===== config.mk =====
export PLATFORM = sky130hd
export DESIGN_NAME = booth_seq_ctrl_flat
export DESIGN_NICKNAME = d
export VERILOG_FILES = /design/src/rtl/booth_seq_ctrl_if.sv /design/src/rtl/booth_seq_ctrl.sv /design/src/flat_wrapper.sv
export SDC_FILE = /design/constraint.sdc
export NUM_CORES = 1
export LEC_CHECK = 0
export CAP_MARGIN = 20
export CORE_MARGIN = 1.5
export CORE_UTILIZATION = 48
export DETAILED_ROUTE_END_ITERATION = 6
export GPL_ROUTABILITY_DRIVEN = 1
export GPL_TIMING_DRIVEN = 0
export HOLD_SLACK_MARGIN = 0.1
export PLACE_DENSITY = 0.68
export SYNTH_ARGS = -nofsm -noshare
export SYNTH_HDL_FRONTEND = slang
export SYNTH_SLANG_ARGS = --single-unit

===== constraint.sdc =====
create_clock -name clk -period 6.5 [get_ports clk]
set_clock_uncertainty 0.2 [all_clocks]
set_input_delay 1.625 -clock clk [delete_from_list [all_inputs] [get_ports clk]]
set_output_delay 1.625 -clock clk [all_outputs]
set_load 0.01 [all_outputs]

===== src/rtl/booth_seq_ctrl_if.sv =====
// Operand/result handshake bundle for booth_seq_ctrl.
// Master drives operands and out_ready; slave is the multiplier.
interface booth_seq_ctrl_if #(
    parameter int WIDTH = 16
);
    logic                 in_valid;
    logic                 in_ready;
    logic [WIDTH-1:0]     Multiplicant;
    logic [WIDTH-1:0]     Multiplier;
    logic                 out_valid;
    logic                 out_ready;
    logic [2*WIDTH-1:0]   Product;
    logic                 busy;

    modport master (
        output in_valid,
        output Multiplicant,
        output Multiplier,
        output out_ready,
        input  in_ready,
        input  out_valid,
        input  Product,
        input  busy
    );

    modport slave (
        input  in_valid,
        input  Multiplicant,
        input  Multiplier,
        input  out_ready,
        output in_ready,
        output out_valid,
        output Product,
        output busy
    );
endinterface


===== src/rtl/booth_seq_ctrl.sv =====
// Sequential radix-4 Booth signed multiplier, one digit per clock.
// Define BOOTH_EARLY_TERM_EN to stop once the remaining digits are all zero.
module booth_seq_ctrl #(
    parameter int WIDTH = 16
) (
    input  logic              clk,
    input  logic              rst,
    booth_seq_ctrl_if.slave   bus
);
    localparam int PW = 2 * WIDTH;
    localparam int ND = WIDTH / 2;
    localparam int CW = $clog2(ND);
    localparam logic [CW-1:0] LAST = CW'(ND - 1);

    typedef enum logic [1:0] {
        IDLE,
        CALC,
        DONE
    } state_t;

    state_t          state;
    state_t          state_nxt;

    // mc carries the multiplicand pre-scaled by 4^k for the current digit.
    logic [PW-1:0]   mc;
    // mq[2:0] is always the current Booth window {y(2k+1), y(2k), y(2k-1)}.
    logic [WIDTH:0]  mq;
    logic [PW-1:0]   acc;
    logic [PW-1:0]   pp;
    logic [PW-1:0]   sum;
    logic [PW-1:0]   prod;
    logic [CW-1:0]   cnt;
    logic            last;

    // Booth digit recode into a signed, pre-shifted partial product
    always_comb begin
        pp = '0;
        case (mq[2:0])
            3'b001, 3'b010: pp = mc;
            3'b011:         pp = mc << 1;
            3'b100:         pp = -(mc << 1);
            3'b101, 3'b110: pp = -mc;
            default:        pp = '0;
        endcase
    end

    assign sum = acc + pp;

`ifdef BOOTH_EARLY_TERM_EN
    // Upper bits of mq all equal means every later window is 000 or 111.
    logic rest_same;
    assign rest_same = (&mq[WIDTH:2]) | ~(|mq[WIDTH:2]);
    assign last      = (cnt == LAST) || rest_same;
`else
    assign last = (cnt == LAST);
`endif

    // State register
    always_ff @(posedge clk) begin
        if (rst) begin
            state <= IDLE;
        end else begin
            state <= state_nxt;
        end
    end

    // Next-state logic
    always_comb begin
        state_nxt = state;
        unique case (state)
            IDLE: if (bus.in_valid)  state_nxt = CALC;
            CALC: if (last)          state_nxt = DONE;
            DONE: if (bus.out_ready) state_nxt = IDLE;
            default:                 state_nxt = IDLE;
        endcase
    end

    // Operand capture, digit iteration and result latch
    always_ff @(posedge clk) begin
        if (rst) begin
            mc   <= '0;
            mq   <= '0;
            acc  <= '0;
            cnt  <= '0;
            prod <= '0;
        end else begin
            case (state)
                IDLE: begin
                    if (bus.in_valid) begin
                        mc  <= {{WIDTH{bus.Multiplicant[WIDTH-1]}},
                                bus.Multiplicant};
                        mq  <= {bus.Multiplier, 1'b0};
                        acc <= '0;
                        cnt <= '0;
                    end
                end
                CALC: begin
                    acc <= sum;
                    mc  <= mc << 2;
                    mq  <= {{2{mq[WIDTH]}}, mq[WIDTH:2]};
                    cnt <= cnt + 1'b1;
                    if (last) begin
                        prod <= sum;
                    end
                end
                default: ;
            endcase
        end
    end

    assign bus.in_ready  = (state == IDLE);
    assign bus.out_valid = (state == DONE);
    assign bus.busy      = (state == CALC) || (state == DONE);
    assign bus.Product   = prod;
endmodule


===== src/flat_wrapper.sv =====
// flat-port wrapper written by rule: the top's interface ports become plain ports
module booth_seq_ctrl_flat 
#(
    parameter int WIDTH = 16
)
  (clk, rst, bus_in_valid, bus_Multiplicant, bus_Multiplier, bus_out_ready, bus_in_ready, bus_out_valid, bus_Product, bus_busy);
  booth_seq_ctrl_if #(.WIDTH(WIDTH)) bus_i ();
  input  logic clk;
  input  logic rst;
  input wire logic [$bits(bus_i.in_valid)-1:0] bus_in_valid;
  input wire logic [$bits(bus_i.Multiplicant)-1:0] bus_Multiplicant;
  input wire logic [$bits(bus_i.Multiplier)-1:0] bus_Multiplier;
  input wire logic [$bits(bus_i.out_ready)-1:0] bus_out_ready;
  output wire logic [$bits(bus_i.in_ready)-1:0] bus_in_ready;
  output wire logic [$bits(bus_i.out_valid)-1:0] bus_out_valid;
  output wire logic [$bits(bus_i.Product)-1:0] bus_Product;
  output wire logic [$bits(bus_i.busy)-1:0] bus_busy;
  assign bus_i.in_valid = bus_in_valid;
  assign bus_i.Multiplicant = bus_Multiplicant;
  assign bus_i.Multiplier = bus_Multiplier;
  assign bus_i.out_ready = bus_out_ready;
  assign bus_in_ready = bus_i.in_ready;
  assign bus_out_valid = bus_i.out_valid;
  assign bus_Product = bus_i.Product;
  assign bus_busy = bus_i.busy;
  booth_seq_ctrl #(.WIDTH(WIDTH)) u_core (.clk(clk), .rst(rst), .bus(bus_i));
endmodule

# Word-level counts from Yosys, hierarchy flattened
# Cells that the tools add are included.
dict set report op_classes {
  add_sub_neg 4
  n_eq_ne 12
  n_mux 13
  bitwise 1
  n_reduce_logical 9
}
# cell n
set ops {}
lappend ops {{case mux 32 bit (2 select lines)} 2}
lappend ops {{case mux 32 bit (4 select lines)} 1}
lappend ops {{2-to-1 mux 32 bit} 2}
lappend ops {{negator 32 bit} 2}
lappend ops {{case mux 17 bit (2 select lines)} 1}
lappend ops {{adder 32 bit} 1}
lappend ops {{2-to-1 mux 17 bit} 1}
lappend ops {{equality test 3 bit, second input constant} 4}
lappend ops {{equality test 3 x 2 -> 1 bit, second input constant} 2}
lappend ops {{2-to-1 mux 2 bit} 3}
lappend ops {{case mux 2 bit (3 select lines)} 1}
lappend ops {{case mux 3 bit (2 select lines)} 1}
lappend ops {{AND reduction 3 bit} 2}
lappend ops {{!= test 2 bit, second input constant} 2}
lappend ops {{AND reduction 2 bit} 2}
lappend ops {{OR reduction 2 bit} 2}
lappend ops {{adder 3 x 1 -> 3 bit, second input constant} 1}
lappend ops {{equality test 3 x 1 -> 1 bit, second input constant} 1}
lappend ops {{2-to-1 mux 3 bit} 1}
lappend ops {{equality test 2 x 1 -> 1 bit, second input constant} 1}
lappend ops {{equality test 2 bit, second input constant} 1}
lappend ops {{zero test 2 bit} 1}
lappend ops {{!= test 2 x 1 -> 1 bit, second input constant} 1}
lappend ops {{nonzero test 2 bit} 1}
lappend ops {{2 further kinds} 2}
dict set report word_totals {
  reg_bits 118
  input_bits 36
  output_inout_bits 35
  word_cells 46
}

# Depth between registers and ports, before layout
# Gate-level depths: netlist of run 1.
dict set report depth {
  depth_word 5
  depth_mapped 25
  mapped_depth_nobuf 23
}

# Least setup slack after synthesis of run 1
# No wires, ideal clock.
dict set report synth_path {
  kind {register to register}
  from {reg u_core.mc[0]}
  to {reg u_core.prod[31], in the netlist u_core.bus.Product[31]}
  setup_time_ns 0.122
  arrival_time_ns 5.081
  slack_ns 1.097
  path_stages_with_launch 26
  n_path_buf 2
  path_cell_list {dfxtp_1 buf_2 inv_1 ha_1 or3b_4 nor2b_2 nand2_1 or2_2 or3_1 nand2_1 xnor2_1 a22oi_1 nor2_1 a221o_1 ha_1 buf_2 nand4_1 or4b_2 o211ai_1 a31oi_1 a211oi_1 o21ai_0 a211o_1 nand3_2 nor4_1 a311o_1}
}
dict set report synth_between {
  elab_chain_cells 3
  elab_cells_between_ends 4
  cone_classes {3 x add/sub; 1 x mux}
}
# item line_no
set synth_lines {}
lappend synth_lines {{from (decl)} booth_seq_ctrl.sv:25} ;# logic [PW-1:0] mc;
lappend synth_lines {{from (signal assigned)} booth_seq_ctrl.sv:90} ;# mc <= {{WIDTH{bus.Multiplicant[WIDTH-1]}},
lappend synth_lines {{from (signal assigned)} booth_seq_ctrl.sv:99} ;# mc <= mc << 2;
lappend synth_lines {{negator 32 bit (on tied branches)} {booth_seq_ctrl.sv:42, booth_seq_ctrl.sv:41}}
lappend synth_lines {{case mux 32 bit (4 select lines) (*)} booth_seq_ctrl.sv:38} ;# case (mq[2:0])
lappend synth_lines {{adder 32 bit (*)} booth_seq_ctrl.sv:47} ;# assign sum = acc + pp;
lappend synth_lines {{to (signal assigned)} booth_seq_ctrl.sv:103} ;# prod <= sum;
lappend synth_lines {{to (decl)} booth_seq_ctrl.sv:31} ;# logic [PW-1:0] prod;
# Mark *: on every way between the ends. The rest lies on a longest branch, timed or not.
# A chain may end at the register's enable or synchronous reset.

# Worst setup path in the final report of run 1
# Same ends and word-level chain as after synthesis.

==> results.toml, run 1 <==
[place]
place.detailed.hpwl_um = 18900
port_buffers = 70
dp.cells = 1343
globalplace.congestion = 0.970

[global_routing]
first_pass_grt_wire_length_um = 40800
met2_usage = 0.465
grt_max_degree = 17
grt_antenna_before_repair = 0
grt_pass1_vias = 7682
grtUsageMet1 = 0.402
grt.total_usage = 0.295
grt_busiest_layer = "met2"
globalRoute.totalOverflow = 0
grt.met3_usage = 0.0477

[synth]
synth.net_count = 1131
most_numerous_cell_types_in_the_synthesized_netlist = "sky130_fd_sc_hd__nor2_1, sky130_fd_sc_hd__nand2_1, sky130_fd_sc_hd__dfxtp_1"
synth.yosys.seq_area_share = 0.297
synthCells = 1057
yosysMostFrequentCell = "sky130_fd_sc_hd__nor2_1"
synth_enable_flop_cells = 0
average_cell_area_after_synthesis_um2 = 7.54
ys.flop_type = "sky130_fd_sc_hd__dfxtp_1"
area_share_of_the_leading_cell_type_in_the_synthesized_netlist = 0.297
synth_top_area_cell = "sky130_fd_sc_hd__dfxtp_1"
netlist-cell-type-count = 74
synthTopCellsByArea = "sky130_fd_sc_hd__dfxtp_1, sky130_fd_sc_hd__nor2_1, sky130_fd_sc_hd__nand2_1, sky130_fd_sc_hd__ha_1, sky130_fd_sc_hd__a211oi_1"
synth_async_sr_flop_share = 0
mappedNetlistArea_um2 = 7970
yosys_register_bits = 118
yosys_warnings = 0

[power]
netSwitchingFraction = 0.461
internal_power_mw = 2.32
max-vdd-ir-drop_mv = 0.278
power.sequential.fraction = 0.226
power.share.combinational = 0.545
power_leakage_nw = 3.66
psw_mw = 1.98
power_density_nw_per_um2 = 450
power.clock.fraction = 0.229

[cells_and_area]
filler_cell_count = 1536
layout-area-overhead-vs-synth_pct = 19.9
layout.cells.non_filler = 1375
multi_input_comb_area_um2 = 5150
total_nets_final = 1220
antenna_cells = 0
sequential_cell_area_um2 = 2360
layout-drive-gt1-share = 0.0587

[die]
area_of_the_core_region_um2 = 16100
die-height_um = 132
pin_count = 71
overall_die_width_um = 132
number_of_placement_rows = 46
total_die_area_um2 = 17400
initial_utilization = 0.496

[timing]
unrepaired_setup_endpoints_after_global_routing = "no"
fmax_ghz = 0.163
finalSetupTns_ns = 0
final.min_clock_period_ns = 6.12
tightestPinTransition_ns = 1.02
hold_viol = 0
worst_hold_slack_ns = 0.252
finalCritPeriodShare = 0.942
max_slew_margin = 0.312
timing.final.max_slew_violations = 0
setup_viol = 0

[clocking]
tritoncts = "yes"
cts_buffers = 17
clock-sinks = 118
cts_root_buffer = "sky130_fd_sc_hd__clkbuf_16"
cts.path.max_buffers = 2
clk_lat_worst_skew_ns = 0.43
path_clk_slew_ns = 0.06
cts-htree-levels = 4

[worst_setup_path]
worst_setup_path_start_kind = "flop"
timing.reg2reg.setup_slack_ns = 0.38
timing.critical_path.to_type = "flop"
reg2reg_from = "u_core.mc[0]$_SDFFE_PP0P_"
required_ns = 6.62
critPathKind = "reg -> reg"
timing.reg2reg.worst_path_depth = 25
worstSetupStartpoint = "u_core.mc[0]$_SDFFE_PP0P_"
critical_path_arrival_ns = 6.24
crit_path_max_fanout = 9
r2r-end = "u_core.bus.Product[31]$_SDFFE_PP0P_"

[flow_run]
cap_viol_max_count = 0

[route]
drt.antenna.violating_nets = 0
drt_iter0_drc = 694
drc_errors = 0
drt_pre_antenna_iters = 5
route.vias.total = 8116
route.detailed.vias_per_inst = 5.90
wl_um = 25300
wire_per_inst_um = 18.4

[min_path]
hold_end = "u_core.bus.Product[22]$_SDFFE_PP0P_"
hold_path_startpoint = "u_core.bus.Product[22]$_SDFFE_PP0P_"
hold_path.class = "reg -> reg"
whs_path_depth = 2

[outcome]
status = "finished clean"
[routing by layer]
metal / up-vias / routed length (µm)
li1: 3990 / -
met1: 3823 / 12000
met2: 261 / 11300
met3: 42 / 1300
met4: 0 / 735
met5: - / 0
[layout make-up]
cell class	instances	area share
repair buffers	70	0.0733
multi-input cells	825	0.539
clock buffers	18	0.0460
clock inverters	14	0.0182
flip-flops and latches	118	0.247
plain buffers	87	0.0376
well taps	216	0.0283
inverters	27	0.0106
[kinds of logic after synthesis]
kind of cell               after synthesis  share of synthesized area
DFF                                    118                      0.297
and+or+nand+nor                        401                      0.234
xor gates and xnor gates                57                     0.0627
AOI/OAI and AO/OA                      294                      0.244
buffers and inverters                  114                     0.0578
adders and majority gates               38                     0.0606
muxes                                   35                     0.0440
[repair_timing]
action,4_1_cts,5_1_grt
buffers inserted,0,0
gates resized for setup,0,1
hold buffers,0,0
hold endpoints to repair,0,0
endpoints found under the setup margin,0,1
[cells in the final DEF, fill, tap and decap left out, drive strengths merged, types with 40 or more instances in the layout]
cell / instances
a211oi: 53
nor2: 132
a21oi: 62
nand2: 129
nor3: 43
dfxtp: 118
clkbuf: 76
xnor2: 40
clkdlybuf4s50: 70
o21ai: 65
[stage by stage]
step	area (µm²)	power [mW]	util	setup slack (ns)
final	9560	4.30	0.595	0.377
after global routing	9560	4.60	0.595	0.0437
after CTS	9550	4.28	0.595	0.379
after detailed placement	8940	3.28	0.557	0.404
after global placement	8940	3.28	0.557	0.410
after floorplan	7970	2.67	-	1.10
[how the worst max path moves through the flow]
stage	to	slack, ns	depth (start not counted)
final	u_core.bus.Product[31]$_SDFFE_PP0P_	0.38	25
after global routing	u_core.bus.Product[31]$_SDFFE_PP0P_	0.04	25
after CTS	u_core.bus.Product[31]$_SDFFE_PP0P_	0.38	25
after detailed placement	u_core.bus.Product[31]$_SDFFE_PP0P_	0.40	25
after global placement	u_core.bus.Product[31]$_SDFFE_PP0P_	0.41	25
after floorplan	u_core.bus.Product[31]$_SDFFE_PP0P_	1.10	25
[power by group through the flow]
stage          logic (mW)  registers, mW  clock network [mW]
6_report             2.34          0.973               0.984
3_5_place_dp         2.30          0.985                   0
2_1_floorplan        1.71          0.956                   0
3_3_place_gp         2.29          0.981                   0
4_1_cts              2.31          0.971               0.993
5_1_grt              2.59          0.986                1.03
[worst max-delay path, stage by stage (launching register included)]
cell and delay (ns):
sky130_fd_sc_hd__dfxtp_1 0.31, sky130_fd_sc_hd__buf_2 0.17, sky130_fd_sc_hd__inv_1 0.08, sky130_fd_sc_hd__ha_1 0.21, sky130_fd_sc_hd__or3b_4 0.44, sky130_fd_sc_hd__nor2b_2 0.24, sky130_fd_sc_hd__nand2_1 0.13, sky130_fd_sc_hd__or2_2 0.33
sky130_fd_sc_hd__or3_1 0.35, sky130_fd_sc_hd__nand2_1 0.10, sky130_fd_sc_hd__xnor2_1 0.10, sky130_fd_sc_hd__a22oi_1 0.20, sky130_fd_sc_hd__nor2_1 0.06, sky130_fd_sc_hd__a221o_1 0.29, sky130_fd_sc_hd__ha_1 0.27, sky130_fd_sc_hd__buf_2 0.19
sky130_fd_sc_hd__nand4_1 0.14, sky130_fd_sc_hd__or4b_2 0.65, sky130_fd_sc_hd__o211ai_1 0.11, sky130_fd_sc_hd__a31oi_1 0.11, sky130_fd_sc_hd__a211oi_2 0.30, sky130_fd_sc_hd__o21ai_0 0.22, sky130_fd_sc_hd__a211o_1 0.32, sky130_fd_sc_hd__nand3_2 0.10
sky130_fd_sc_hd__nor4_1 0.05, sky130_fd_sc_hd__a311o_1 0.32
[registers in the layout, summed over array words and instances, names as in the netlist]
signal,cells
u_core.cnt,3
u_core.acc,32
u_core.bus.Product,32
u_core.mq,17
u_core.state,2
u_core.mc,32
No activity file was read; power rests on OpenSTA's default activity.
==> inputs of run 2 (changes only) <==
Settings changed: SLEW_MARGIN set to 0.
==> results of run 2 <==
Final layout, timing and power as in run 1 (identical DEF).
==> inputs of run 3 (changes only) <==
Settings changed: CORE_ASPECT_RATIO set to 0.7, REMOVE_ABC_BUFFERS set to 1.
==> run 3 against run 2 <==
Net effect:
- die area hardly changed
- sequential share of layout area rose by 0.44 points
- sequential power up 17%
- routed wire length fell by 17%
- maximum frequency increased by 0.35%
- critical path type unchanged
- critical endpoint unchanged
- largest power group unchanged
==> results.toml, run 3 (synthesis results as in run 1) <==
[die]
pin_count = 71
number_of_placement_rows = 39
total_die_area_um2 = 17400
area_of_the_core_region_um2 = 16300
initial_utilization = 0.489
overall_die_width_um = 157
die-height_um = 111

[global_routing]
grt.total_usage = 0.255
grt_antenna_before_repair = 0
globalRoute.totalOverflow = 0
first_pass_grt_wire_length_um = 35400
grt_max_degree = 64
grt_pass1_vias = 6824

[cells_and_area]
total_nets_final = 1141
layout_commonest_cell = "sky130_fd_sc_hd__nor2_1"
mostFrequentLayoutCells = "sky130_fd_sc_hd__nor2_1, sky130_fd_sc_hd__nand2_1, sky130_fd_sc_hd__dfxtp_1, sky130_fd_sc_hd__clkdlybuf4s50_1, sky130_fd_sc_hd__a21oi_1"
antenna_cells = 0
layout-area-overhead-vs-synth_pct = 17.8
finalCoreUtilization = 0.576
layout-drive-gt1-share = 0.0620

[worst_setup_path]
critical_path_arrival_ns = 6.21
critical_path.endpoint = "u_core.bus.Product[31]$_SDFFE_PP0P_"
critPathKind = "reg -> reg"
reg2reg_from = "u_core.mc[0]$_SDFFE_PP0P_"
crit_path_max_fanout = 9
worstSetupStartpoint = "u_core.mc[0]$_SDFFE_PP0P_"
timing.reg2reg.setup_slack_ns = 0.40
timing.reg2reg.worst_path_depth = 23
timing.critical_path.to_type = "flop"
worst_setup_path_start_kind = "flop"
required_ns = 6.61
r2r-end = "u_core.bus.Product[31]$_SDFFE_PP0P_"

[clocking]
cts.path.max_buffers = 2
hold_buffers = 0
path_clk_slew_ns = 0.06
cts-htree-levels = 4
clk_lat_worst_skew_ns = 0.43
cts_buffers = 17
cts_setup_buffers = 0
cts_root_buffer = "sky130_fd_sc_hd__clkbuf_16"
tritoncts = "yes"
clock-sinks = 118

[timing]
finalSetupTns_ns = 0
max_slew_margin = 0.355
final.min_clock_period_ns = 6.10
unrepaired_setup_endpoints_after_global_routing = "no"
finalWorstSetupSlack_ns = 0.399
setup_viol = 0
fmax_ghz = 0.164
worst_hold_slack_ns = 0.251
hold_viol = 0
finalCritPeriodShare = 0.939
timing.final.max_slew_violations = 0
tightestPinTransition_ns = 0.965

[route]
wl_um = 21100
drc_errors = 0
route.detailed.vias_per_inst = 5.78
wire_per_inst_um = 16.2
drt_pre_antenna_iters = 6
route.vias.total = 7541
drt_iter0_drc = 772
drt.antenna.violating_nets = 0

[power]
power.clock.fraction = 0.235
netSwitchingFraction = 0.447
total_power_mw = 4.21
power.share.combinational = 0.493
psw_mw = 1.88
power.sequential.fraction = 0.271
power_leakage_nw = 3.57
max-vdd-ir-drop_mv = 0.210
power_density_nw_per_um2 = 448
internal_power_mw = 2.32

[min_path]
hold_path.class = "reg -> reg"

[place]
preCtsSetupSlack_ns = -0.0519
globalplace.congestion = 0.874
port_buffers = 70
place.detailed.hpwl_um = 14900

[flow_run]
cap_viol_max_count = 0

[outcome]
status = "finished clean"
## run 3: cell types whose count changed in the layout (fill, tap and decap cells not counted), sizes merged
cell	delta
buf	-20
clkdlybuf4s50	-1
clkinvlp	+1
clkbuf	-55
inv	-2
clkinv	-2
## run 3: timing repair
item                                    in CTS  in global routing
endpoints found under the hold margin        0                  0
endpoints found under the setup margin       1                  1
resized for setup                            1                  2
## run 3: final cells by class
type	count	area, µm²
Timing Repair Buffer	78	847
Inverter	27	105
Clock buffer	21	470
Sequential cell	118	2360
Tap cell	225	282
Multi-Input combinational cell	825	5170
Clock inverter	11	148
Fill cell	1540	6910
## run 3: worst max-delay path, cell delays in order, from the launching register on
cell	delay (ns)
sky130_fd_sc_hd__dfxtp_1	0.40
sky130_fd_sc_hd__inv_1	0.12
sky130_fd_sc_hd__ha_1	0.22
sky130_fd_sc_hd__or3b_4	0.44
sky130_fd_sc_hd__nor2b_2	0.21
sky130_fd_sc_hd__nand2_1	0.14
sky130_fd_sc_hd__or2_2	0.33
sky130_fd_sc_hd__or3_1	0.36
sky130_fd_sc_hd__nand2_1	0.10
sky130_fd_sc_hd__xnor2_1	0.08
sky130_fd_sc_hd__a22oi_1	0.20
sky130_fd_sc_hd__nor2_1	0.06
sky130_fd_sc_hd__a221o_1	0.28
sky130_fd_sc_hd__ha_1	0.46
sky130_fd_sc_hd__nand4_1	0.18
sky130_fd_sc_hd__or4b_2	0.64
sky130_fd_sc_hd__o211ai_1	0.11
sky130_fd_sc_hd__a31oi_1	0.09
sky130_fd_sc_hd__a211oi_2	0.30
sky130_fd_sc_hd__o21ai_0	0.22
sky130_fd_sc_hd__a211o_1	0.32
sky130_fd_sc_hd__nand3_2	0.12
sky130_fd_sc_hd__nor4_1	0.06
sky130_fd_sc_hd__a311o_1	0.33
## run 3: metrics by stage
step	std cells	cell area, µm²
2_1_floorplan	970	7610
3_3_place_gp	1265	8590
3_5_place_dp	1271	8740
4_1_cts	1303	9360
5_1_grt	1305	9390
6_report	1305	9390
## run 3: power groups by stage
stage	combinational (mW)	clock (mW)	sequential (mW)
after detailed placement	2.02	0	1.14
after global routing	2.29	1.04	1.17
final	2.07	0.990	1.14
after global placement	1.98	0	1.15
after floorplan	1.54	0	1.07
after CTS	2.04	1.00	1.13
## run 3: worst min path at each step
stage	end	slack, ns	cells after the start	startpoint
2_1_floorplan	u_core.acc[15]$_SDFFE_PP0P_	0.23	2	u_core.acc[15]$_SDFFE_PP0P_
3_3_place_gp	u_core.bus.Product[12]$_SDFFE_PP0P_	0.24	2	u_core.bus.Product[12]$_SDFFE_PP0P_
3_5_place_dp	u_core.bus.Product[16]$_SDFFE_PP0P_	0.25	2	u_core.bus.Product[16]$_SDFFE_PP0P_
4_1_cts	u_core.bus.Product[16]$_SDFFE_PP0P_	0.25	2	u_core.bus.Product[16]$_SDFFE_PP0P_
5_1_grt	u_core.bus.Product[12]$_SDFFE_PP0P_	0.27	2	u_core.bus.Product[12]$_SDFFE_PP0P_
6_report	u_core.bus.Product[20]$_SDFFE_PP0P_	0.25	2	u_core.bus.Product[20]$_SDFFE_PP0P_
## run 3: routing by layer
metal,part of all wire,global-route usage
met5,0,0
met4,0.013,0.0711
met3,0.068,0.0500
met2,0.38,0.338
met1,0.54,0.404
